File: config.mk
export PLATFORM = sky130hd
export DESIGN_NAME = seq_cla_alu
export DESIGN_NICKNAME = d
export VERILOG_FILES = /design/src/rtl/seq_cla_pkg.sv /design/src/rtl/seq_cla_alu_cla_group.sv /design/src/rtl/seq_cla_alu.sv
export SDC_FILE = /design/constraint.sdc
export NUM_CORES = 1
export LEC_CHECK = 0
export BUFFER_PORTS_ARGS = -buffer_cell sky130_fd_sc_hd__buf_2
export CAP_MARGIN = 30
export CORE_MARGIN = 2
export CORE_UTILIZATION = 49
export CTS_CLUSTER_SIZE = 16
export DETAILED_ROUTE_END_ITERATION = 8
export PLACE_DENSITY = 0.75
export SETUP_SLACK_MARGIN = 0.3
export SYNTH_ARGS = -nofsm -noshare
export SYNTH_HDL_FRONTEND = slang
export SYNTH_HIERARCHICAL = 1
export SYNTH_SLANG_ARGS = --single-unit
File: constraint.sdc
create_clock -name CLOCK_50 -period 2.88 [get_ports CLOCK_50]
set_input_delay 0.288 -clock CLOCK_50 [delete_from_list [all_inputs] [get_ports CLOCK_50]]
set_output_delay 0.288 -clock CLOCK_50 [all_outputs]
set_load 0.01 [all_outputs]
File: src/rtl/seq_cla_pkg.sv
// Shared definitions for the sequential carry-lookahead ALU.
//   OP_*    : 2-bit operation codes presented on the op port
//   state_t : control FSM states
package seq_cla_pkg;

    localparam logic [1:0] OP_ADD = 2'b00;
    localparam logic [1:0] OP_SUB = 2'b01;
    localparam logic [1:0] OP_ACC = 2'b10;
    localparam logic [1:0] OP_CLR = 2'b11;

    typedef enum logic [1:0] {
        S_IDLE = 2'd0,
        S_BUSY = 2'd1,
        S_DONE = 2'd2
    } state_t;

endpackage

File: src/rtl/seq_cla_alu_cla_group.sv
// Combinational GROUP-bit carry-lookahead slice.
//   a, b  in  GROUP  slice operands
//   ci    in  1      carry into the slice
//   s     out GROUP  slice sum
//   co    out 1      carry out of the slice
//   cmsb  out 1      carry into the slice MSB (for signed overflow)
module cla_group #(
    parameter int GROUP = 4
) (
    input  logic [GROUP-1:0] a,
    input  logic [GROUP-1:0] b,
    input  logic             ci,
    output logic [GROUP-1:0] s,
    output logic             co,
    output logic             cmsb
);

    logic [GROUP-1:0] w_g;
    logic [GROUP-1:0] w_p;
    logic [GROUP:0]   w_c;

    assign w_g = a & b;
    assign w_p = a ^ b;

    // Each carry is the flat sum-of-products c[i] = g[j] & p[j+1..i-1]
    // over all j, plus ci & p[0..i-1]; no carry depends on another carry.
    always_comb begin
        logic t;
        t   = 1'b0;
        w_c = '0;
        w_c[0] = ci;
        for (int i = 1; i <= GROUP; i++) begin
            t = ci;
            for (int j = 0; j < i; j++) t = t & w_p[j];
            w_c[i] = t;
            for (int j = 0; j < i; j++) begin
                t = w_g[j];
                for (int k = j + 1; k < i; k++) t = t & w_p[k];
                w_c[i] = w_c[i] | t;
            end
        end
    end

    assign s    = w_p ^ w_c[GROUP-1:0];
    assign co   = w_c[GROUP];
    assign cmsb = w_c[GROUP-1];

endmodule

File: src/rtl/seq_cla_alu.sv
// Sequential WIDTH-bit add/subtract/accumulate unit. One GROUP-bit CLA slice
// is evaluated per clock, the inter-slice carry living in a register.
//   CLOCK_50            in   clock, rising edge
//   reset               in   synchronous, active-high
//   in_valid/in_ready   request handshake (op, a, b, cin)
//   out_valid/out_ready result handshake (sum, cout, ovf)
//   acc                 out  accumulator register
module seq_cla_alu
    import seq_cla_pkg::*;
#(
    parameter int WIDTH = 8,
    parameter int GROUP = 4
) (
    input  logic             CLOCK_50,
    input  logic             reset,
    input  logic             in_valid,
    output logic             in_ready,
    input  logic [1:0]       op,
    input  logic [WIDTH-1:0] a,
    input  logic [WIDTH-1:0] b,
    input  logic             cin,
    output logic             out_valid,
    input  logic             out_ready,
    output logic [WIDTH-1:0] sum,
    output logic             cout,
    output logic             ovf,
    output logic [WIDTH-1:0] acc
);

    localparam int NG = (GROUP < 1) ? 1 : WIDTH / GROUP;
    localparam int IW = (NG > 1) ? $clog2(NG) : 1;

    if (GROUP < 1 || WIDTH < GROUP || (WIDTH % GROUP) != 0) begin : g_bad_params
        $fatal(1, "seq_cla_alu: WIDTH must be a non-zero multiple of GROUP");
    end

    state_t           r_state;
    logic [1:0]       r_op;
    logic [WIDTH-1:0] r_a;
    logic [WIDTH-1:0] r_b;
    logic             r_c;
    logic [IW-1:0]    r_idx;
    logic [WIDTH-1:0] r_work;
    logic             r_cout;
    logic             r_ovf;
    logic [WIDTH-1:0] r_acc;
    logic             r_out_valid;

    logic [GROUP-1:0] w_a_sl;
    logic [GROUP-1:0] w_b_sl;
    logic [GROUP-1:0] w_s;
    logic             w_co;
    logic             w_cmsb;
    logic [WIDTH-1:0] w_next_work;
    logic             w_last;

    assign w_a_sl = GROUP'(r_a >> (int'(r_idx) * GROUP));
    assign w_b_sl = GROUP'(r_b >> (int'(r_idx) * GROUP));

    cla_group #(.GROUP(GROUP)) u_cla (
        .a    (w_a_sl),
        .b    (w_b_sl),
        .ci   (r_c),
        .s    (w_s),
        .co   (w_co),
        .cmsb (w_cmsb)
    );

    // Working sum is cleared on accept, so OR-ing the slice in place is exact.
    assign w_next_work = r_work | (WIDTH'(w_s) << (int'(r_idx) * GROUP));
    assign w_last      = (r_idx == IW'(NG - 1));

    always_ff @(posedge CLOCK_50) begin
        if (reset) begin
            r_state     <= S_IDLE;
            r_op        <= OP_ADD;
            r_a         <= '0;
            r_b         <= '0;
            r_c         <= 1'b0;
            r_idx       <= '0;
            r_work      <= '0;
            r_cout      <= 1'b0;
            r_ovf       <= 1'b0;
            r_acc       <= '0;
            r_out_valid <= 1'b0;
        end else begin
            case (r_state)
                S_IDLE: begin
                    if (in_valid) begin
                        r_op   <= op;
                        r_work <= '0;
                        r_idx  <= '0;
                        r_cout <= 1'b0;
                        r_ovf  <= 1'b0;
                        case (op)
                            OP_ADD: begin r_a <= a;     r_b <= b;  r_c <= cin;  end
                            OP_SUB: begin r_a <= a;     r_b <= ~b; r_c <= 1'b1; end
                            OP_ACC: begin r_a <= r_acc; r_b <= a;  r_c <= cin;  end
                            default: begin r_a <= '0;   r_b <= '0; r_c <= 1'b0; end
                        endcase
                        if (op == OP_CLR) begin
                            r_acc   <= '0;
                            r_state <= S_DONE;
                        end else begin
                            r_state <= S_BUSY;
                        end
                    end
                end
                S_BUSY: begin
                    r_work <= w_next_work;
                    r_c    <= w_co;
                    r_idx  <= r_idx + 1'b1;
                    if (w_last) begin
                        r_cout      <= w_co;
                        r_ovf       <= w_cmsb ^ w_co;
                        r_out_valid <= 1'b1;
                        r_state     <= S_DONE;
                        if (r_op == OP_ACC) r_acc <= w_next_work;
                    end
                end
                S_DONE: begin
                    // CLR arrives here with out_valid low; raise it one edge
                    // later so the result is presented one edge after accept.
                    if (!r_out_valid) begin
                        r_out_valid <= 1'b1;
                    end else if (out_ready) begin
                        r_out_valid <= 1'b0;
                        r_state     <= S_IDLE;
                    end
                end
                default: r_state <= S_IDLE;
            endcase
        end
    end

    assign in_ready  = (r_state == S_IDLE) && !reset;
    assign out_valid = r_out_valid;
    assign sum       = r_work;
    assign cout      = r_cout;
    assign ovf       = r_ovf;
    assign acc       = r_acc;

endmodule

# After elaboration in Yosys (flattened, before gate mapping)
# Index checks and enable logic that the tools add are counted.
# W data, S select, Z words.
# totals
regBits	41
output_inout_bits	20
input_bits	23
# classes
muxes	28
n_addsub	1
eq_ne	12
reduce_logical	14
bitwise	26
shifts	3
# op_table
operator	n
$pmux W8 S2	3
$mux W8	5
$pmux W8 S3	1
$shr A8 B3 Y4	2
$ne A2 B2 Y1 const B	6
$pmux W1 S2	6
$and A1 B1 Y1	10
$mux W2	5
$or A1 B1 Y1	10
$eq A2 B2 Y1 const B	4
$not A8 Y8	1
$or A8 B8 Y8	1
$shl A4 B3 Y8	1
$xor A4 B4 Y4	2
$mux W1	7
$pmux W2 S3	1
$reduce_and A2 Y1	3
$reduce_and A5 Y1	1
$and A4 B4 Y4	1
$eq A2 B1 Y1 const B	2
$logic_not A2 Y1	2
$reduce_and A4 Y1	1
$reduce_bool A2 Y1	2
$reduce_or A2 Y1	2
other kinds (5)	5

# Longest topological paths before layout
# Gate-level depths: netlist of run 1.
# depth
ltp_word	14
mapped_depth	11
depth_no_buf	9

# Hierarchy
# The synthesis of run 1 kept the hierarchy.
# by_module_without_submodules
module	seq_area_each_um2	area_per_inst_um2	cells_each	instances
seq_cla_alu	820.8	2011.9	223	1
cla_group	0.0	162.7	15	1

# Least setup slack after synthesis of run 1
# OpenSTA, ideal clock, no wires.
# synth_timing
kind	register to register
startpoint	register r_idx
endpoint	register r_ovf (netlist: ovf)
arrival_time_ps	2773
stages_incl_launch_ff	12
setup_slack_ps	36
period_less_slack_ps	2844
n_path_buf	2
required_time_ps	2809
path_cell_list	dfxtp_1 -> clkbuf_1 -> buf_2 -> mux2_2 -> ha_1 -> ha_1 -> o211ai_2 -> nand2_2 -> a21o_1 -> xnor2_1 -> or4_1 -> a21oi_1
# synth_via
elab_cells_between_ends	26
# synth_rtl
item	line	source
start: declaration	seq_cla_alu.sv:42	logic [IW-1:0] r_idx;
start signal: assignment	seq_cla_alu.sv:112	r_idx <= r_idx + 1'b1;
$shr A8 B3 Y4 *	seq_cla_alu.sv:57	assign w_a_sl = GROUP'(r_a >> (int'(r_idx) * GROUP));
net w_a_sl[0]	seq_cla_alu.sv:49	logic [GROUP-1:0] w_a_sl;
$xor A4 B4 Y4	seq_cla_alu_cla_group.sv:23	assign w_p = a ^ b;
$and A1 B1 Y1 (3 in series)	seq_cla_alu_cla_group.sv:34	for (int j = 0; j < i; j++) t = t & w_p[j];
$or A1 B1 Y1 * (3 in series)	seq_cla_alu_cla_group.sv:39	w_c[i] = w_c[i] | t;
net w_cmsb	seq_cla_alu.sv:53	logic w_cmsb;
$xor A1 B1 Y1 *	seq_cla_alu.sv:115	r_ovf <= w_cmsb ^ w_co;
$mux W1 *	seq_cla_alu.sv:113	if (w_last) begin
$pmux W1 S2 *	seq_cla_alu.sv:87	case (r_state)
end signal: assignment	seq_cla_alu.sv:115	
end: declaration	seq_cla_alu.sv:45	logic r_ovf;
# Mark *: on every way through the listed nets, which the timed path passes. The rest lies on a longest branch. The select of a mux whose other input is x is not followed.
# A chain may end at the register's enable or synchronous reset.

# Final worst setup path of run 1
# layout_timing
startpoint	register r_idx
endpoint	register r_ovf (netlist: ovf)
# layout_via
elab_cells_between_ends	26
# layout_rtl
item	line	source
$shr A8 B3 Y4 *	seq_cla_alu.sv:58	assign w_b_sl = GROUP'(r_b >> (int'(r_idx) * GROUP));
net w_b_sl[0]	seq_cla_alu.sv:50	logic [GROUP-1:0] w_b_sl;
$xor A4 B4 Y4	seq_cla_alu_cla_group.sv:23	
$and A1 B1 Y1 (3 in series)	seq_cla_alu_cla_group.sv:34	
$or A1 B1 Y1 * (3 in series)	seq_cla_alu_cla_group.sv:39	
net w_cmsb	seq_cla_alu.sv:53	
$xor A1 B1 Y1 *	seq_cla_alu.sv:115	
$mux W1 *	seq_cla_alu.sv:113	
$pmux W1 S2 *	seq_cla_alu.sv:87	
# Marks and branches as above.

==> results of run 1 <==
==> critical path, cell delays in order, from the launching register on <==
cell,delay (ns)
dfxtp_4,0.41
mux2_2,0.37
ha_1,0.29
ha_1,0.21
o211ai_2,0.19
nand2_2,0.12
a21o_1,0.20
xnor2_1,0.12
or4_1,0.40
a21oi_1,0.15
==> cell type report <==
| cell class | instances | share of cell area |
|---|---|---|
| well taps | 52 | 0.0261 |
| repair buffers | 45 | 0.0934 |
| multi-input cells | 176 | 0.500 |
| clock inverters | 1 | 0.0120 |
| flip-flops and latches | 41 | 0.331 |
| clock buffers | 7 | 0.0346 |
| inverters | 2 | 0.00301 |
==> power breakdown <==
| group | internal (W) | switching (W) |
|---|---|---|
| combinational | 0.000148 | 0.000186 |
| sequential | 0.000610 | 0.0000385 |
| clock | 0.000283 | 0.000196 |
| total | 0.00104 | 0.000420 |
==> cells in the mapped netlist, drive strengths merged <==
master | n | area (sq um)
mux2i | 13 | 130
a2bb2oi | 5 | 43.8
nand4b | 1 | 8.76
nand3 | 1 | 5.00
buf | 11 | 73.8
xor2 | 2 | 25.0
dfxtp | 41 | 821
or4 | 1 | 7.51
a211o | 1 | 8.76
a211oi | 1 | 7.51
inv | 2 | 7.51
and2b | 1 | 7.51
a31oi | 2 | 12.5
nor3b | 1 | 12.5
ha | 5 | 62.6
nand3b | 2 | 15.0
fa | 1 | 20.0
nor3 | 13 | 65.1
or3b | 1 | 11.3
o22a | 8 | 70.1
o211ai | 5 | 42.5
o21ai | 15 | 75.1
clkbuf | 8 | 30.0
nor2b | 10 | 62.6
a221oi | 9 | 78.8
nor2 | 15 | 56.3
a21o | 2 | 15.0
o21a | 2 | 15.0
a21oi | 23 | 119
mux2 | 12 | 150
xnor2 | 2 | 17.5
nand2b | 5 | 31.3
nand2 | 17 | 66.3
==> through the flow <==
step	util	setup WS (ns)	area, sq um	hold slack (ns)	cells
2_1_floorplan	-	0.304	2190	0.431	238
3_3_place_gp	0.549	0.340	2370	0.445	316
3_5_place_dp	0.549	0.301	2370	0.450	316
4_1_cts	0.576	0.331	2490	0.280	324
5_1_grt	0.576	0.307	2490	0.286	324
6_report	0.576	0.345	2490	0.285	324
==> cell families (layout without fill, tap and decap cells) <==
logic type | count (synthesis) | after routing | share of synthesized area
XOR/XNOR | 4 | 4 | 0.0196
multiplexers | 25 | 25 | 0.129
AND/OR/NAND/NOR | 68 | 68 | 0.161
AO/OA/AOI/OAI | 73 | 73 | 0.224
flip-flops | 41 | 41 | 0.377
buffers and inverters | 21 | 55 | 0.0512
adder cells (fa/ha/maj) | 6 | 6 | 0.0380
==> what timing repair did <==
action / CTS / global route
setup endpoints to repair: 1 / 1
resized for setup: 1 / 1
buffers inserted: 0 / 0
pin swaps: 0 / 0
==> routing by layer <==
| layer | part of all wire | track usage | vias to the layer above |
|---|---|---|---|
| met5 | 0 | 0 | - |
| met4 | 0.017 | 0.0755 | 0 |
| met3 | 0.044 | 0.0541 | 10 |
| met2 | 0.47 | 0.336 | 45 |
| met1 | 0.47 | 0.291 | 868 |
| li1 | - | - | 932 |
==> sequential cells by signal, indices dropped and copies added, names as in the netlist <==
name	cells
acc	8
r_a	8
r_b	8
sum	8
r_op	2
r_state	2
cout	1
out_valid	1
ovf	1
r_c	1
r_idx	1
==> final timing paths <==
path / end / slack [ns] / cells after the start
setup / recovery: ovf / 0.34 / 9
setup reg to reg: ovf / 0.34 / 9
hold / removal: r_b[6] / 0.29 / 3
hold reg to reg: r_op[1] / 0.48 / 2
==> summary.md, run 1 <==
| Metric | Value |
|---|---|
| Status | complete, no violations |
| Count of final hold-check violations | 0 |
| DIE WIDTH | 70.6 um |
| DRT antenna net count | 0 |
| Most common cell after layout, fill and taps aside | buf_2 |
| Syn Nets | 267 |
| Worst R2R Start | r_idx |
| Multi-input gate area | 1250 sq um |
| Inserted Clock Buffers | 5 |
| Final Cycle Share | 0.880 |
| Seq/Total Area, Yosys | 0.377 |
| IO Pins | 43 |
| Worst Path Class, Setup | flop to flop |
| Htree depth | 2 |
| Final Slew Violations | 0 |
| Core Box Area | 4320 sq um |
| Die Y | 70.6 um |
| Total track usage | 0.215 |
| First-pass GRT wire length | 8.46 mm |
| Hold buffers post-CTS | 0 |
| #FFs+latches synth | 41 |
| Most frequent cells in the layout | 42 x buf_2, 40 x dfxtp_1, 22 x a21oi_1 |
| Syn_area_per_cell | 9.14 sq um |
| Min Clock Period, post-route | 2.54 ns |
| Hold_sp | b[6] |
| Number of global-route vias before repair | 1752 |
| Drt drc | 0 |
| Synth-to-Final Area Change | 14.6% |
| Final setup viols | 0 |
| Cells after Synth | 238 |
| Worst-skew pair later-pin latency | 0.29 ns |
| PD cells | 586 nW/um^2 |
| Setup Skew | 0.00619 ns |
| HPWL Detailed | 3.57 mm |
| Maxcap violations | 0 |
| RePlAce Congestion | 0.816 |
| Largest net degree at the start of global routing | 27 |
| Slew HR | 0.600 |
| Avg WL per Cell | 15.7 um |
| DR iter-0 viols | 135 |
| HP Class | input port to flop |
| Register area | 825 sq um |
| Share of layout cells above drive strength 1 | 0.261 |
| Final setup TNS | 0 ns |
| Slew @ Worst Pin | 0.599 ns |
| Clk Tree Root Cell | clkbuf_8 |
| Final Power | 0.00146 W |
| Static leakage | 1.09 nW |
| Initial Util | 0.503 |
| WP data arrival | 2.76 ns |
| CP Launch Point | r_idx |
| CTS tree | built |
| Final #Nets | 300 |
| Max VDD drop | 0.356 mV |
| RSZ-0062 raised after global routing | false |
| DIE AREA | 4990 sq um |
| Overflow after GRT | 0 |
| Type of origin of the critical path | flop |
| Mapped Area | 2170 sq um |
| Max Buffers Root-to-Sink | 2 |
| Placement Rows | 24 |
| Crit end category | flop |
| Initial antenna violation count | 0 |
| Vias | 1855 |
| Fmax | 394 MHz |
| Total number of yosys warnings | 6 |
| TritonCTS Sinks | 41 |
| Antenna Diode Count | 0 |
| Total wire length | 5.09 mm |
| Worst Path Required | 3.10 ns |
| Via density | 5.73 |
| Post-synth cell types | 41 |
| Initial DRT Pass Iterations | 4 |
| Fillers | 430 |
| CTS clk-pin slew, worst paths | 0.07 ns |
| Crit path max fanout | 8 |
| Buffers on Ports | 42 |
Note: power is estimated with default switching activity, not from simulation.
==> run 2: changes to the inputs <==
--- a/config.mk
+++ b/config.mk
@@ -15,5 +15,4 @@
 export SETUP_SLACK_MARGIN = 0.3
 export SYNTH_ARGS = -nofsm -noshare
 export SYNTH_HDL_FRONTEND = slang
-export SYNTH_HIERARCHICAL = 1
 export SYNTH_SLANG_ARGS = --single-unit
==> run 2 against run 1 <==
  * Global-route usage shrank 0.55 points
  * Synthesized cell count increased by 3.8%
  * Die area is 1.8% higher
  * Hold slack improved by 0.055 ns
  * Sequential cell count unchanged
  * Final cell count increased by 3.1%
  * Clock skew about the same
  * Non-clock buffer count grew 2
  * Largest cell class unchanged
  * Largest power group unchanged
==> summary.md, run 2 <==
| Metric | Value |
|---|---|
| Post-synth EDFFs | 0 (unchanged) |
| Vias | 1885 (+1.6%) |
| Overflow after GRT | 0 (unchanged) |
| Post-CTS resize count | 0 (-1) |
| Maxcap violations | 0 (unchanged) |
| Clk Tree Root Cell | clkbuf_8 |
| DIE AREA | 5080 sq um (+1.8%) |
| Avg WL per Cell | 15.6 um (-0.97%) |
| First-pass GRT wire length | 8.49 mm (+0.33%) |
| HPWL Detailed | 3.57 mm (+0.23%) |
| Post-synth ARST share | 0 (unchanged) |
| Worst-skew pair later-pin latency | 0.29 ns (about the same) |
| RePlAce Congestion | 0.821 (+0.67%) |
| Status | complete, no violations |
| Most common cell after layout, fill and taps aside | buf_2 |
| Slew HR | 0.457 (-0.143) |
| Main combinational cell family by area after synthesis | compound AO/OA/AOI/OAI gates |
| Top cells by count, synth | 41 x dfxtp_1, 31 x nor2_1, 24 x nand2_1, 15 x a211oi_1 |
| Final setup TNS | 0 ns (unchanged) |
| Final #Nets | 310 (+3.3%) |
| Max VDD drop | 0.309 mV (-13%) |
| Adder-Cell Fraction of Synth Area | 0.0373 (-0.000708) |
| Die Y | 71.2 um (+0.89%) |
| Final Slew Violations | 0 (unchanged) |
| Total wire length | 5.19 mm (+2.1%) |
| Type of origin of the critical path | flop |
| Post-synthesis xor/xnor area fraction | 0.0395 (+0.0200) |
| Worst Path Class, Setup | flop to flop |
| PD cells | 561 nW/um^2 (-4.3%) |
| Via density | 5.64 (-1.4%) |
| Min Clock Period, post-route | 2.34 ns (-0.191 ns) |
| Inserted Clock Buffers | 5 (unchanged) |
| Buffers on Ports | 42 (unchanged) |
| Initial Util | 0.509 (+0.00601) |
| Htree depth | 2 (unchanged) |
| Cells after Synth | 247 (+3.8%) |
| DR iter-0 viols | 78 (-42%) |
| Post-synthesis mux area share | 0.0582 (-0.0707) |
| Share of layout cells above drive strength 1 | 0.273 (+0.0120) |
| Initial antenna violation count | 0 (unchanged) |
| Final setup viols | 0 (unchanged) |
| Core Box Area | 4350 sq um (+0.69%) |
| Max Buffers Root-to-Sink | 2 (unchanged) |
| DRT antenna net count | 0 (unchanged) |
| Largest area contributor in the netlist | dfxtp_1 |
| Register area | 821 sq um (-0.46%) |
| Crit path max fanout | 7 (-1) |
| Number of global-route vias before repair | 1775 (+1.3%) |
| DIE WIDTH | 71.2 um (+0.89%) |
| Placement Rows | 24 (unchanged) |
| Synth Area in Simple Gates | 0.177 (+0.0168) |
| Synth-to-Final Area Change | 14.2% |
| Count of final hold-check violations | 0 (unchanged) |
| WP data arrival | 2.50 ns (-0.26 ns) |
| Static leakage | 1.08 nW (-1.0%) |
| Post-synth cell types | 45 (+9.8%) |
| Hold buffers post-CTS | 0 (unchanged) |
| RSZ-0062 raised after global routing | false |
| Fillers | 381 (-11%) |
| TritonCTS Sinks | 41 (unchanged) |
| Most frequent cell after synthesis | dfxtp_1 |
| Largest net degree at the start of global routing | 38 (+41%) |
| Multi-input gate area | 1250 sq um (unchanged) |
| Total number of yosys warnings | 0 (-6) |
| Share of the synthesized area in the top cell type | 0.370 (-0.00703) |
| Setup WS post-layout | 0.536 ns (+0.191 ns) |
| Seq/Total Area, Yosys | 0.370 (-0.00703) |
| Setup WS pre-CTS | 0.560 ns (+0.258 ns) |
| Setup Skew | 0.00581 ns (-0.000380 ns) |
| Top cells by area, synth | dfxtp_1 37%, nor2_1 5.3%, a211oi_1 5.1% |
| IO Pins | 43 (unchanged) |
| Most frequent cells in the layout | 42 x buf_2, 41 x dfxtp_1, 31 x nor2_1 |
| Total track usage | 0.209 (-0.00551) |
| Initial DRT Pass Iterations | 4 (unchanged) |
| Syn_area_per_cell | 8.97 sq um (-1.8%) |
| CTS clk-pin slew, worst paths | 0.08 ns (about the same) |
| Slew @ Worst Pin | 0.813 ns (+0.214 ns) |
| Drt drc | 0 (unchanged) |
| Syn Nets | 276 (+3.4%) |
| Fmax | 427 MHz (+8.1%) |
| Final Cycle Share | 0.814 (-0.0663) |
| HP Class | input port to flop |
| Mapped Area | 2220 sq um (+1.9%) |
| Antenna Diode Count | 0 (unchanged) |
| Postcts setup bufs | 0 (unchanged) |
| Worst Path Required | 3.04 ns (-0.06 ns) |
| Final core area utilization | 0.581 (+0.00465) |
| #FFs+latches synth | 41 (unchanged) |
| Post-synthesis compound-gate area fraction | 0.248 (+0.0235) |
| Primary FF master, synth | dfxtp_1 |
| Crit end category | flop |
| CTS tree | built |
run 2: routing by layer:
metal  up-vias  part of all wire  routed length (um)  GRT usage
met5         -                 0                   0          0
li1        949                 -                   -          -
met1       864              0.45                2350      0.285
met3        11             0.064                 332     0.0422
met4         0             0.019                  98     0.0776
met2        61              0.47                2420      0.330
run 2: final timing paths:
kind | from | end | slack, ns | cells after the start
worst max-delay path | r_idx | acc[6] | 0.54 | 8
worst min-delay path | a[6] | r_a[6] | 0.34 | 3
worst max register to register | r_idx | acc[6] | 0.54 | 8
worst min register to register | r_op[0] | r_op[0] | 0.46 | 2
run 2: final cells by class:
type / instances / share of cell area
Timing Repair Buffer: 47 / 0.0979
Tap cell: 52 / 0.0257
Sequential cell: 41 / 0.324
Clock inverter: 1 / 0.0119
Multi-Input combinational cell: 177 / 0.493
Inverter: 9 / 0.0134
Clock buffer: 7 / 0.0341
run 2: cell families (layout without fill, tap and decap cells):
family / Yosys count / in the layout
AO/OA/AOI/OAI: 71 / 71
XOR/XNOR: 10 / 10
adder cells (fa/ha/maj): 6 / 6
buffers and inverters: 29 / 64
flip-flops: 41 / 41
multiplexers: 12 / 12
AND/OR/NAND/NOR: 78 / 78
run 2: critical path, stage by stage (launching register included):
cell and delay (ns):
dfxtp_1 0.51, mux2i_1 0.33, inv_1 0.07, ha_1 0.30, ha_1 0.19, o21a_1 0.17, or3_1 0.32, a31oi_1 0.21
o32ai_1 0.10
run 2: power breakdown:
part	internal, W	total (W)	switching, W
sequential	0.000607	0.000641	0.0000347
clock	0.000282	0.000470	0.000188
combinational	0.000129	0.000307	0.000178
total	0.00102	0.00142	0.000400
run 2: per-stage QoR:
stage                     hold slack (ns)  instances  power (W)  cell area (sq um)
after floorplan                     0.431        247   0.000885               2220
final                               0.340        334    0.00142               2530
after CTS                           0.342        334    0.00143               2530
after global routing                0.350        334    0.00149               2530
after detailed placement            0.447        326   0.000958               2410
after global placement              0.440        326   0.000952               2410
==> run 3: changes to the inputs <==
--- a/config.mk
+++ b/config.mk
@@ -8,10 +8,10 @@
 export BUFFER_PORTS_ARGS = -buffer_cell sky130_fd_sc_hd__buf_2
 export CAP_MARGIN = 30
 export CORE_MARGIN = 2
-export CORE_UTILIZATION = 49
+export CORE_UTILIZATION = 55
 export CTS_CLUSTER_SIZE = 16
 export DETAILED_ROUTE_END_ITERATION = 8
-export PLACE_DENSITY = 0.75
+export PLACE_DENSITY = 0.79
 export SETUP_SLACK_MARGIN = 0.3
 export SYNTH_ARGS = -nofsm -noshare
 export SYNTH_HDL_FRONTEND = slang
==> constraint.sdc (replaced) <==
create_clock -name CLOCK_50 -period 2.2 [get_ports CLOCK_50]
set_input_delay 0.22 -clock CLOCK_50 [delete_from_list [all_inputs] [get_ports CLOCK_50]]
set_output_delay 0.22 -clock CLOCK_50 [all_outputs]
set_load 0.01 [all_outputs]
==> run 3 against run 2 <==
  * Clock skew shrank 0.0021 ns
  * Clock power grew 16%
  * Global-route usage grew 5.0 points
  * Total power grew 35%
  * Non-clock buffer count grew 8
  * Final cell count grew 1.8%
  * Sequential cell count is the same
  * Largest power group unchanged
==> summary.md, run 3 (synthesis gave the netlist of run 2 again) <==
| Metric | Value |
|---|---|
| Crit path max-delay family | compound AO/OA/AOI/OAI gates |
| Antenna Diode Count | 0 (unchanged) |
| Maxcap violations | 0 (unchanged) |
| Number of global-route vias before repair | 1878 (+5.8%) |
| Type of origin of the critical path | flop |
| Slew HR | 0.695 (+0.238) |
| Min Clock Period, post-route | 2.14 ns (-0.201 ns) |
| Total track usage | 0.260 (+0.0503) |
| Core Box Area | 3940 sq um (-9.5%) |
| Avg WL per Cell | 16.5 um (+6.2%) |
| DIE WIDTH | 67.5 um (-5.3%) |
| Inserted Clock Buffers | 5 (unchanged) |
| HPWL Detailed | 3.65 mm (+2.2%) |
| Biggest cell delay along the critical path | 0.40 ns (-0.11 ns) |
| CTS tree | built |
| Crit end category | flop |
| CP cell instances | mux2i_4 > inv_2 > ha_4 > ha_4 > o21a_1 > or3_4 > a31oi_4 > o32ai_1 |
| CP most frequent cell | ha_4 |
| GR met2 Demand/Resource | 0.422 (+0.0913) |
| Static leakage | 1.13 nW (+4.7%) |
| Fillers | 285 (-25%) |
| WP buf/inv | 1 (unchanged) |
| Most common cell after layout, fill and taps aside | buf_2 |
| Clk Tree Root Cell | clkbuf_8 |
| Final setup TNS | 0 ns (unchanged) |
| RSZ-0062 raised after global routing | true |
| Overflow after GRT | 0 (unchanged) |
| Slew @ Worst Pin | 0.458 ns (-0.355 ns) |
| CP max-delay cell | dfxtp_4 |
| Worst-skew pair later-pin latency | 0.30 ns (about the same) |
| CTS clk-pin slew, worst paths | 0.08 ns (about the same) |
| Final Slew Violations | 0 (unchanged) |
| Busiest metal layer after global routing | met2 |
| WP data arrival | 2.31 ns (-0.19 ns) |
| Max VDD drop | 0.471 mV (+52%) |
| TritonCTS Sinks | 41 (unchanged) |
| HP Class | input port to flop |
| IO Pins | 43 (unchanged) |
| Initial antenna violation count | 0 (unchanged) |
| Largest net degree at the start of global routing | 27 (-29%) |
| GR Layer Usage met1 | 0.336 (+0.0519) |
| Initial DRT Pass Iterations | 4 (unchanged) |
| Drt drc | 0 (unchanged) |
| DRT antenna net count | 0 (unchanged) |
| Die Y | 67.5 um (-5.3%) |
| Worst Path Required | 2.36 ns (-0.68 ns) |
| Crit path max fanout | 4 (-3) |
| Hold buffers post-CTS | 0 (unchanged) |
| Status | complete, no violations |
| Final #Nets | 318 (+2.6%) |
| Placement Rows | 23 (-4.2%) |
| Met3 Usage GRT | 0.0500 (+0.00781) |
| First-pass GRT wire length | 8.75 mm (+3.1%) |
| Vias | 2005 (+6.4%) |
| Most frequent cells in the layout | 42 x buf_2, 40 x dfxtp_1, 31 x nor2_1 |
| Count of final hold-check violations | 0 (unchanged) |
| Final Cycle Share | 0.974 (+0.160) |
| Share of layout cells above drive strength 1 | 0.369 (+0.0959) |
| Final Power | 0.00191 W (+35%) |
| Buffers on Ports | 42 (unchanged) |
| Total wire length | 5.62 mm (+8.1%) |
| Htree depth | 2 (unchanged) |
| DIE AREA | 4550 sq um (-10%) |
| PD cells | 701 nW/um^2 (+25%) |
| Initial Util | 0.562 (+0.0531) |
| Worst Path Class, Setup | flop to flop |
| Via density | 5.90 (+4.5%) |
| DR iter-0 viols | 106 (+36%) |
| Max Buffers Root-to-Sink | 2 (unchanged) |
| Fmax | 467 MHz (+9.4%) |
| Synth-to-Final Area Change | 23.2% |
| RePlAce Congestion | 0.815 (-0.77%) |
| Final setup viols | 0 (unchanged) |
| Setup Skew | 0.00369 ns (-0.00212 ns) |
==> run 3: cell types whose count changed in the layout (fill, tap and decap cells not counted), sizes merged <==
cell | previous run | this run
buf | 47 | 55
bufinv | 1 | 0
clkinv | 0 | 1
==> run 3: layer usage <==
layer	vias up	share of wire
met5	-	0
met4	0	0.019
met3	11	0.054
met2	57	0.51
met1	971	0.42
li1	966	-
==> run 3: path summary, 6_finish.rpt <==
check	slack (ns)	to	depth (start not counted)	startpoint
hold reg to reg	0.46	r_op[0]	2	r_op[0]
hold / removal	0.27	r_a[6]	3	a[6]
setup / recovery	0.06	acc[2]	8	r_idx
setup reg to reg	0.06	acc[2]	8	r_idx
==> run 3: where the power goes <==
group	switching (W)	total (W)	internal (W)
sequential	0.0000535	0.000848	0.000794
clock	0.000260	0.000544	0.000284
combinational	0.000280	0.000523	0.000243
total	0.000594	0.00191	0.00132
==> run 3: area by class of cell <==
cell class,instances,area (sq um),area share
Multi-Input combinational cell,177,1400,0.513
Sequential cell,41,825,0.302
Timing Repair Buffer,55,308,0.113
Clock buffer,7,96.3,0.0353
Tap cell,50,62.6,0.0229
Inverter,9,33.8,0.0124
Clock inverter,1,5.00,0.00183
==> run 3: worst reg2reg max path, delay by kind of cell (launching register included) <==
| family | cells | cell delay [ns] |
|---|---|---|
| AND/OR/NAND/NOR | 1 | 0.40 |
| AO/OA/AOI/OAI | 3 | 0.47 |
| buffers and inverters | 1 | 0.07 |
| multiplexers | 1 | 0.26 |
| adder cells (fa/ha/maj) | 2 | 0.41 |
| flip-flops | 1 | 0.40 |
==> run 3: timing repair <==
item	4_1_cts	5_1_grt
buffers inserted	4	1
endpoints found under the setup margin	14	11
resized for setup	6	20
pin swaps	3	6
==> run 3: stage by stage <==
| step | hold slack (ns) | cell area [sq um] | setup WS [ns] | utilization | std cells |
|---|---|---|---|---|---|
| finish | 0.272 | 2730 | 0.0564 | 0.692 | 340 |
| global route | 0.272 | 2730 | -0.00818 | 0.692 | 340 |
| floorplan | 0.431 | 2240 | 0.0235 | - | 247 |
| global placement | 0.442 | 2450 | 0.109 | 0.621 | 327 |
| CTS | 0.263 | 2620 | 0.133 | 0.664 | 339 |
| detailed placement | 0.447 | 2450 | 0.0585 | 0.621 | 327 |
